==> config.mk <==
export PLATFORM = sky130hd
export DESIGN_NAME = alu_share_arbiter_flat
export DESIGN_NICKNAME = d
export VERILOG_FILES = /design/src/rtl/alu_share_arbiter_if.sv /design/src/rtl/alu_share_arbiter.sv /design/src/flat_wrapper.sv
export SDC_FILE = /design/constraint.sdc
export NUM_CORES = 1
export LEC_CHECK = 0
export CAP_MARGIN = 40
export CORE_AREA = 2 2 88 107
export DETAILED_ROUTE_END_ITERATION = 12
export DIE_AREA = 0 0 90 109
export GPL_ROUTABILITY_DRIVEN = 0
export PLACE_DENSITY = 0.79
export SLEW_MARGIN = 0
export SYNTH_ARGS = -nofsm -noshare
export SYNTH_HDL_FRONTEND = slang
export SYNTH_SLANG_ARGS = --single-unit
==> constraint.sdc <==
create_clock -name clk -period 1.94 [get_ports clk]
set_clock_uncertainty 0.05 [all_clocks]
set_input_delay 0.388 -clock clk [delete_from_list [all_inputs] [get_ports clk]]
set_output_delay 0.388 -clock clk [all_outputs]
set_load 0.02 [all_outputs]
==> src/rtl/alu_share_arbiter_if.sv <==
// alu_share_arbiter_if: request/response channel between one requester and the ALU arbiter
interface alu_share_arbiter_if #(
   parameter int DATA_W = 16,
   parameter int OP_W = 4
);
   logic              req_valid;
   logic              req_ready;
   logic [DATA_W-1:0] req_first;
   logic [DATA_W-1:0] req_second;
   logic [OP_W-1:0]   req_op;
   logic              rsp_valid;
   logic              rsp_ready;
   logic [DATA_W-1:0] rsp_result;
   logic              rsp_zero;
   logic              rsp_err;
   modport master (
      output req_valid, req_first, req_second, req_op, rsp_ready,
      input  req_ready, rsp_valid, rsp_result, rsp_zero, rsp_err
   );
   modport slave (
      input  req_valid, req_first, req_second, req_op, rsp_ready,
      output req_ready, rsp_valid, rsp_result, rsp_zero, rsp_err
   );
endinterface

==> src/rtl/alu_share_arbiter.sv <==
// alu_share_arbiter: shares one ALU between two requesters, returning each result only to its issuer
module alu_share_arbiter #(
   parameter int DATA_W = 16,
   parameter int OP_W = 4,
   parameter bit PRIO_FIXED = 1'b0
) (
   input  logic               clk,
   input  logic               rst,
   alu_share_arbiter_if.slave req0,
   alu_share_arbiter_if.slave req1,
   output logic [DATA_W-1:0]  alu_first_o,
   output logic [DATA_W-1:0]  alu_second_o,
   output logic [OP_W-1:0]    alu_op_o,
   input  logic [DATA_W-1:0]  alu_result_i,
   input  logic               alu_zero_i
);
   typedef enum logic [1:0] {IDLE, EXEC, RESP} state_t;
   localparam logic [OP_W-1:0] OP_ZERO = OP_W'(8);
   localparam logic [OP_W-1:0] OP_MAX = OP_W'(12);
   state_t            state_q;
   logic              owner_q;
   logic              last_q;
   logic [DATA_W-1:0] a_q;
   logic [DATA_W-1:0] b_q;
   logic [OP_W-1:0]   op_q;
   logic [1:0]        rsp_valid_q;
   logic [1:0]        rsp_zero_q;
   logic [1:0]        rsp_err_q;
   logic [DATA_W-1:0] rsp_result_q [2];
   logic              gnt1;
   logic              accept;
   logic              illegal;
   logic              rsp_take;
   always_comb begin
      gnt1 = req1.req_valid && (!req0.req_valid || (!PRIO_FIXED && !last_q));
      accept = (state_q == IDLE) && (req0.req_valid || req1.req_valid);
      illegal = op_q > OP_MAX;
      rsp_take = owner_q ? req1.rsp_ready : req0.rsp_ready;
   end
   assign req0.req_ready = (state_q == IDLE) && req0.req_valid && !gnt1;
   assign req1.req_ready = (state_q == IDLE) && gnt1;
   assign alu_first_o = a_q;
   assign alu_second_o = b_q;
   assign alu_op_o = op_q;
   assign req0.rsp_valid = rsp_valid_q[0];
   assign req0.rsp_result = rsp_result_q[0];
   assign req0.rsp_zero = rsp_zero_q[0];
   assign req0.rsp_err = rsp_err_q[0];
   assign req1.rsp_valid = rsp_valid_q[1];
   assign req1.rsp_result = rsp_result_q[1];
   assign req1.rsp_zero = rsp_zero_q[1];
   assign req1.rsp_err = rsp_err_q[1];
   // Illegal op codes bypass the ALU result and report a forced zero with err set
   always_ff @(posedge clk) begin
      if (!rst) begin
         state_q <= IDLE;
         owner_q <= 1'b0;
         last_q <= 1'b1;
         a_q <= '0;
         b_q <= '0;
         op_q <= OP_ZERO;
         rsp_valid_q <= '0;
         rsp_zero_q <= '0;
         rsp_err_q <= '0;
         rsp_result_q <= '{default: '0};
      end else begin
         case (state_q)
            IDLE: if (accept) begin
               a_q <= gnt1 ? req1.req_first : req0.req_first;
               b_q <= gnt1 ? req1.req_second : req0.req_second;
               op_q <= gnt1 ? req1.req_op : req0.req_op;
               owner_q <= gnt1;
               last_q <= gnt1;
               state_q <= EXEC;
            end
            EXEC: begin
               rsp_result_q[owner_q] <= illegal ? '0 : alu_result_i;
               rsp_zero_q[owner_q] <= illegal || alu_zero_i;
               rsp_err_q[owner_q] <= illegal;
               rsp_valid_q[owner_q] <= 1'b1;
               state_q <= RESP;
            end
            RESP: if (rsp_take) begin
               rsp_valid_q[owner_q] <= 1'b0;
               op_q <= OP_ZERO;
               state_q <= IDLE;
            end
            default: state_q <= IDLE;
         endcase
      end
   end
endmodule

==> src/flat_wrapper.sv <==
// flat-port wrapper written by rule: the top's interface ports become plain ports
module alu_share_arbiter_flat 
#(
   parameter int DATA_W = 16,
   parameter int OP_W = 4,
   parameter bit PRIO_FIXED = 1'b0
)
  (clk, rst, alu_first_o, alu_second_o, alu_op_o, alu_result_i, alu_zero_i, req0_req_valid, req0_req_first, req0_req_second, req0_req_op, req0_rsp_ready, req0_req_ready, req0_rsp_valid, req0_rsp_result, req0_rsp_zero, req0_rsp_err, req1_req_valid, req1_req_first, req1_req_second, req1_req_op, req1_rsp_ready, req1_req_ready, req1_rsp_valid, req1_rsp_result, req1_rsp_zero, req1_rsp_err);
  alu_share_arbiter_if #(.DATA_W(DATA_W), .OP_W(OP_W)) req0_i ();
  alu_share_arbiter_if #(.DATA_W(DATA_W), .OP_W(OP_W)) req1_i ();
  input  logic clk;
  input  logic rst;
  output logic [DATA_W-1:0] alu_first_o;
  output logic [DATA_W-1:0] alu_second_o;
  output logic [OP_W-1:0] alu_op_o;
  input  logic [DATA_W-1:0] alu_result_i;
  input  logic alu_zero_i;
  input wire logic [$bits(req0_i.req_valid)-1:0] req0_req_valid;
  input wire logic [$bits(req0_i.req_first)-1:0] req0_req_first;
  input wire logic [$bits(req0_i.req_second)-1:0] req0_req_second;
  input wire logic [$bits(req0_i.req_op)-1:0] req0_req_op;
  input wire logic [$bits(req0_i.rsp_ready)-1:0] req0_rsp_ready;
  output wire logic [$bits(req0_i.req_ready)-1:0] req0_req_ready;
  output wire logic [$bits(req0_i.rsp_valid)-1:0] req0_rsp_valid;
  output wire logic [$bits(req0_i.rsp_result)-1:0] req0_rsp_result;
  output wire logic [$bits(req0_i.rsp_zero)-1:0] req0_rsp_zero;
  output wire logic [$bits(req0_i.rsp_err)-1:0] req0_rsp_err;
  input wire logic [$bits(req1_i.req_valid)-1:0] req1_req_valid;
  input wire logic [$bits(req1_i.req_first)-1:0] req1_req_first;
  input wire logic [$bits(req1_i.req_second)-1:0] req1_req_second;
  input wire logic [$bits(req1_i.req_op)-1:0] req1_req_op;
  input wire logic [$bits(req1_i.rsp_ready)-1:0] req1_rsp_ready;
  output wire logic [$bits(req1_i.req_ready)-1:0] req1_req_ready;
  output wire logic [$bits(req1_i.rsp_valid)-1:0] req1_rsp_valid;
  output wire logic [$bits(req1_i.rsp_result)-1:0] req1_rsp_result;
  output wire logic [$bits(req1_i.rsp_zero)-1:0] req1_rsp_zero;
  output wire logic [$bits(req1_i.rsp_err)-1:0] req1_rsp_err;
  assign req0_i.req_valid = req0_req_valid;
  assign req0_i.req_first = req0_req_first;
  assign req0_i.req_second = req0_req_second;
  assign req0_i.req_op = req0_req_op;
  assign req0_i.rsp_ready = req0_rsp_ready;
  assign req0_req_ready = req0_i.req_ready;
  assign req0_rsp_valid = req0_i.rsp_valid;
  assign req0_rsp_result = req0_i.rsp_result;
  assign req0_rsp_zero = req0_i.rsp_zero;
  assign req0_rsp_err = req0_i.rsp_err;
  assign req1_i.req_valid = req1_req_valid;
  assign req1_i.req_first = req1_req_first;
  assign req1_i.req_second = req1_req_second;
  assign req1_i.req_op = req1_req_op;
  assign req1_i.rsp_ready = req1_rsp_ready;
  assign req1_req_ready = req1_i.req_ready;
  assign req1_rsp_valid = req1_i.rsp_valid;
  assign req1_rsp_result = req1_i.rsp_result;
  assign req1_rsp_zero = req1_i.rsp_zero;
  assign req1_rsp_err = req1_i.rsp_err;
  alu_share_arbiter #(.DATA_W(DATA_W), .OP_W(OP_W), .PRIO_FIXED(PRIO_FIXED)) u_core (.clk(clk), .rst(rst), .req0(req0_i), .req1(req1_i), .alu_first_o(alu_first_o), .alu_second_o(alu_second_o), .alu_op_o(alu_op_o), .alu_result_i(alu_result_i), .alu_zero_i(alu_zero_i));
endmodule
==> impl_results.md <==
- Final setup violation count: 0
- Top-area cell type share of the netlist area: 45.3%
- Clock power frac: 24.7%
- Antenna Cells: 0
- Global Route Usage Sum: 21.0%
- HPWL after detailed placement: 7610 um
- I/O Pins: 171
- Post-layout minimum cycle time: 1.87 ns
- Final period util: 96.2%
- Met3 WL: 1150 um
- DR top layer: met4
- Main area contributors after synthesis: dfxtp_1 45%, a211oi_2 11%, mux2i_1 10%, a21oi_1 10%, nand3_1 4.8%
- Placed Instances: 638
- Most used DFF post-synth: dfxtp_1
- Post-Route WL: 10200 um
- Synthesis-to-layout area growth: 58.4%
- P_leak: 1.93 nW
- Slew Limit Headroom: 56.4%
- Antenna violations before repair: 0
- GRT overflow: 0
- CP Data Arrival Time: 1.43 ns
- Initial core utilization: 39.0%
- Most frequent cells in the layout: 168 x clkdlybuf4s50_1, 78 x dfxtp_1, 70 x a21oi_1, 39 x nand2_1, 36 x mux2i_1
- Maximum fanout along the worst path: 4
- Worst slack, placed: -0.384 ns
- RSZ-0062 raised after global routing: no
- Synthesized netlist cell count: 363
- Setup TNS: 0 ns
- Largest net degree at the start of global routing: 37
- Distinct cell type count after synthesis: 33
- #FFs+latches synth: 78
- FFs w/ async S/R, synth: 0%
- Synth area leader: dfxtp_1
- Post-Syn Nets: 458
- Pwr Density: 742 nW/um^2
- P_sw: 1.23 mW
- Core area: 8840 sq um
- Max Freq: 0.536 GHz
- Max Slew Vio Count: 0
- Worst min-delay path class: reg -> reg
- Vias per inst: 5.14
- Root buf cell: clkbuf_8
- Die X: 90 um
- # Post-CTS Setup Buffers: 0
- Synthesized cell area: 3450 sq um
- Register share of total power: 44.8%
- DRC viols: 0
- CTS Hold Buffers Added: 0
- Max cap viols: 0
- Worst Path Required: 1.50 ns
- Combinational Power Share: 30.4%
- Clock-pin slew on the worst setup and hold paths: 0.07 ns
- Peak supply drop: 0.485 mV
- Layout Nets: 624
- Final hold violation count: 0
- Final worst setup slack: 0.0741 ns
- Post-route insts no fill: 653
- Htree depth: 3
- Avg Cell Area, Syn: 9.49 sq um
- Syn. warnings: 0
- Die footprint: 9810 sq um
- Category of the most critical setup path: in -> out
- First-pass GRT wire length: 16400 um
- Port-buffer cells: 170
- Switching Fraction: 30.3%
- Routed wl met2: 4670 um
- Wire length on met1: 4210 um
- Clock Latency Late Sink: 0.35 ns
- Avg WL per Cell: 15.6 um
- Iter 0 DRT Violations: 87
- Run status: finished clean
- Vias in the first global route: 3304
- Crit end category: output port
- Layout cell share with drive strength beyond 1: 12.9%
- Final ANT Viol Nets: 0
- Hold WS: 0.404 ns
- Sequential-to-total area share from yosys stat: 45.3%
- Clk sink count: 78
- Pint: 2.82 mW
- CP Launch Type: input pin
- DRT Pass-1 Iters: 4
- CTS tree: yes
- Worst-Margin Slew: 0.654 ns
- Layout fillers: 743
- Commonest non-fill, non-tap cell in the layout: clkdlybuf4s50_1
- Rows: 38
- Vias after detailed routing: 3354
- Die height: 109 um
- Clock Path Buffers: 2
- EDFF count, synth: 0
- Cts bufs inserted: 9
==> synth_stat cells (all sizes together), types with 2 or more instances <==
master / number
a211oi: 35
a21boi: 2
a21oi: 70
and2: 2
buf: 23
clkbuf: 13
dfxtp: 78
inv: 2
mux2i: 36
nand2: 39
nand2b: 5
nand3: 33
nand3b: 2
nor2: 4
nor2b: 2
nor3b: 2
o21ai: 4
o32ai: 3
==> final timing paths <==
kind | start | slack [ns] | depth (start not counted) | end
setup / recovery | req1_req_valid | 0.07 | 4 | req1_req_ready
setup reg to reg | u_core.last_q | 0.30 | 4 | u_core.alu_op_o[2]
hold reg to reg | u_core.rsp_err_q[1] | 0.40 | 2 | u_core.rsp_err_q[1]
hold / removal | u_core.rsp_err_q[1] | 0.40 | 2 | u_core.rsp_err_q[1]
==> power by group through the flow <==
stage               registers [mW]  clock network (mW)  logic, mW
floorplan                     1.99                   0      0.510
global placement              1.84                   0       1.22
finish                        1.81                1.00       1.23
global route                  1.83                1.09       1.32
CTS                           1.81                1.03       1.24
detailed placement            1.85                   0       1.24
==> state kept, by name (all words and copies together) (netlist names), named ones only <==
| signal | cells |
|---|---|
| u_core.alu_op_o | 4 |
| u_core.alu_first_o | 16 |
| u_core.req1.rsp_result | 16 |
| u_core.alu_second_o | 16 |
| u_core.state_q | 2 |
| u_core.rsp_err_q | 2 |
| u_core.req0.rsp_result | 16 |
| u_core.last_q | 1 |
| u_core.owner_q | 1 |
| u_core.rsp_zero_q | 2 |
==> kinds of logic (layout without fill, tap and decap cells) <==
group                  Yosys count  after routing  synth area share, %
AOI/OAI and AO/OA              117            117                 24.7
buffers and inverters           38            208                 6.06
DFF                             78             78                 45.3
muxes                           37             37                 10.8
and+or+nand+nor                 93             93                 13.2
==> critical path, stage by stage <==
cell	delay (ns)
clkdlybuf4s50_1	0.48
a21boi_4	0.23
and2_1	0.16
buf_2	0.17
==> cell type report <==
class	instances	area, sq um	area share (%)
clock buffer	13	139	2.54
clock inverter	2	10.0	0.183
inverter	2	7.51	0.138
multi-input combinational	247	1690	31.0
sequential	78	1560	28.6
tap	120	150	2.75
timing repair buffer	191	1900	34.8
==> routing by layer <==
| layer | track usage, % | vias to the layer above |
|---|---|---|
| li1 | - | 1636 |
| met1 | 24.1 | 1541 |
| met2 | 34.7 | 165 |
| met3 | 8.71 | 12 |
| met4 | 8.79 | 0 |
| met5 | 0 | - |
==> per-stage QoR <==
| step | cell area [sq um] | power, mW | util (%) |
|---|---|---|---|
| floorplan | 3450 | 2.50 | - |
| global placement | 5320 | 3.06 | 60.1 |
| detailed placement | 5320 | 3.09 | 60.1 |
| CTS | 5460 | 4.09 | 61.8 |
| global route | 5460 | 4.24 | 61.7 |
| finish | 5460 | 4.05 | 61.7 |
==> timing repair <==
item / 4_1_cts / 5_1_grt
gates resized for setup: 7 / 1
endpoints found under the setup margin: 2 / 1
pin swaps: 0 / 0
Note: power is estimated with default switching activity, not from simulation.
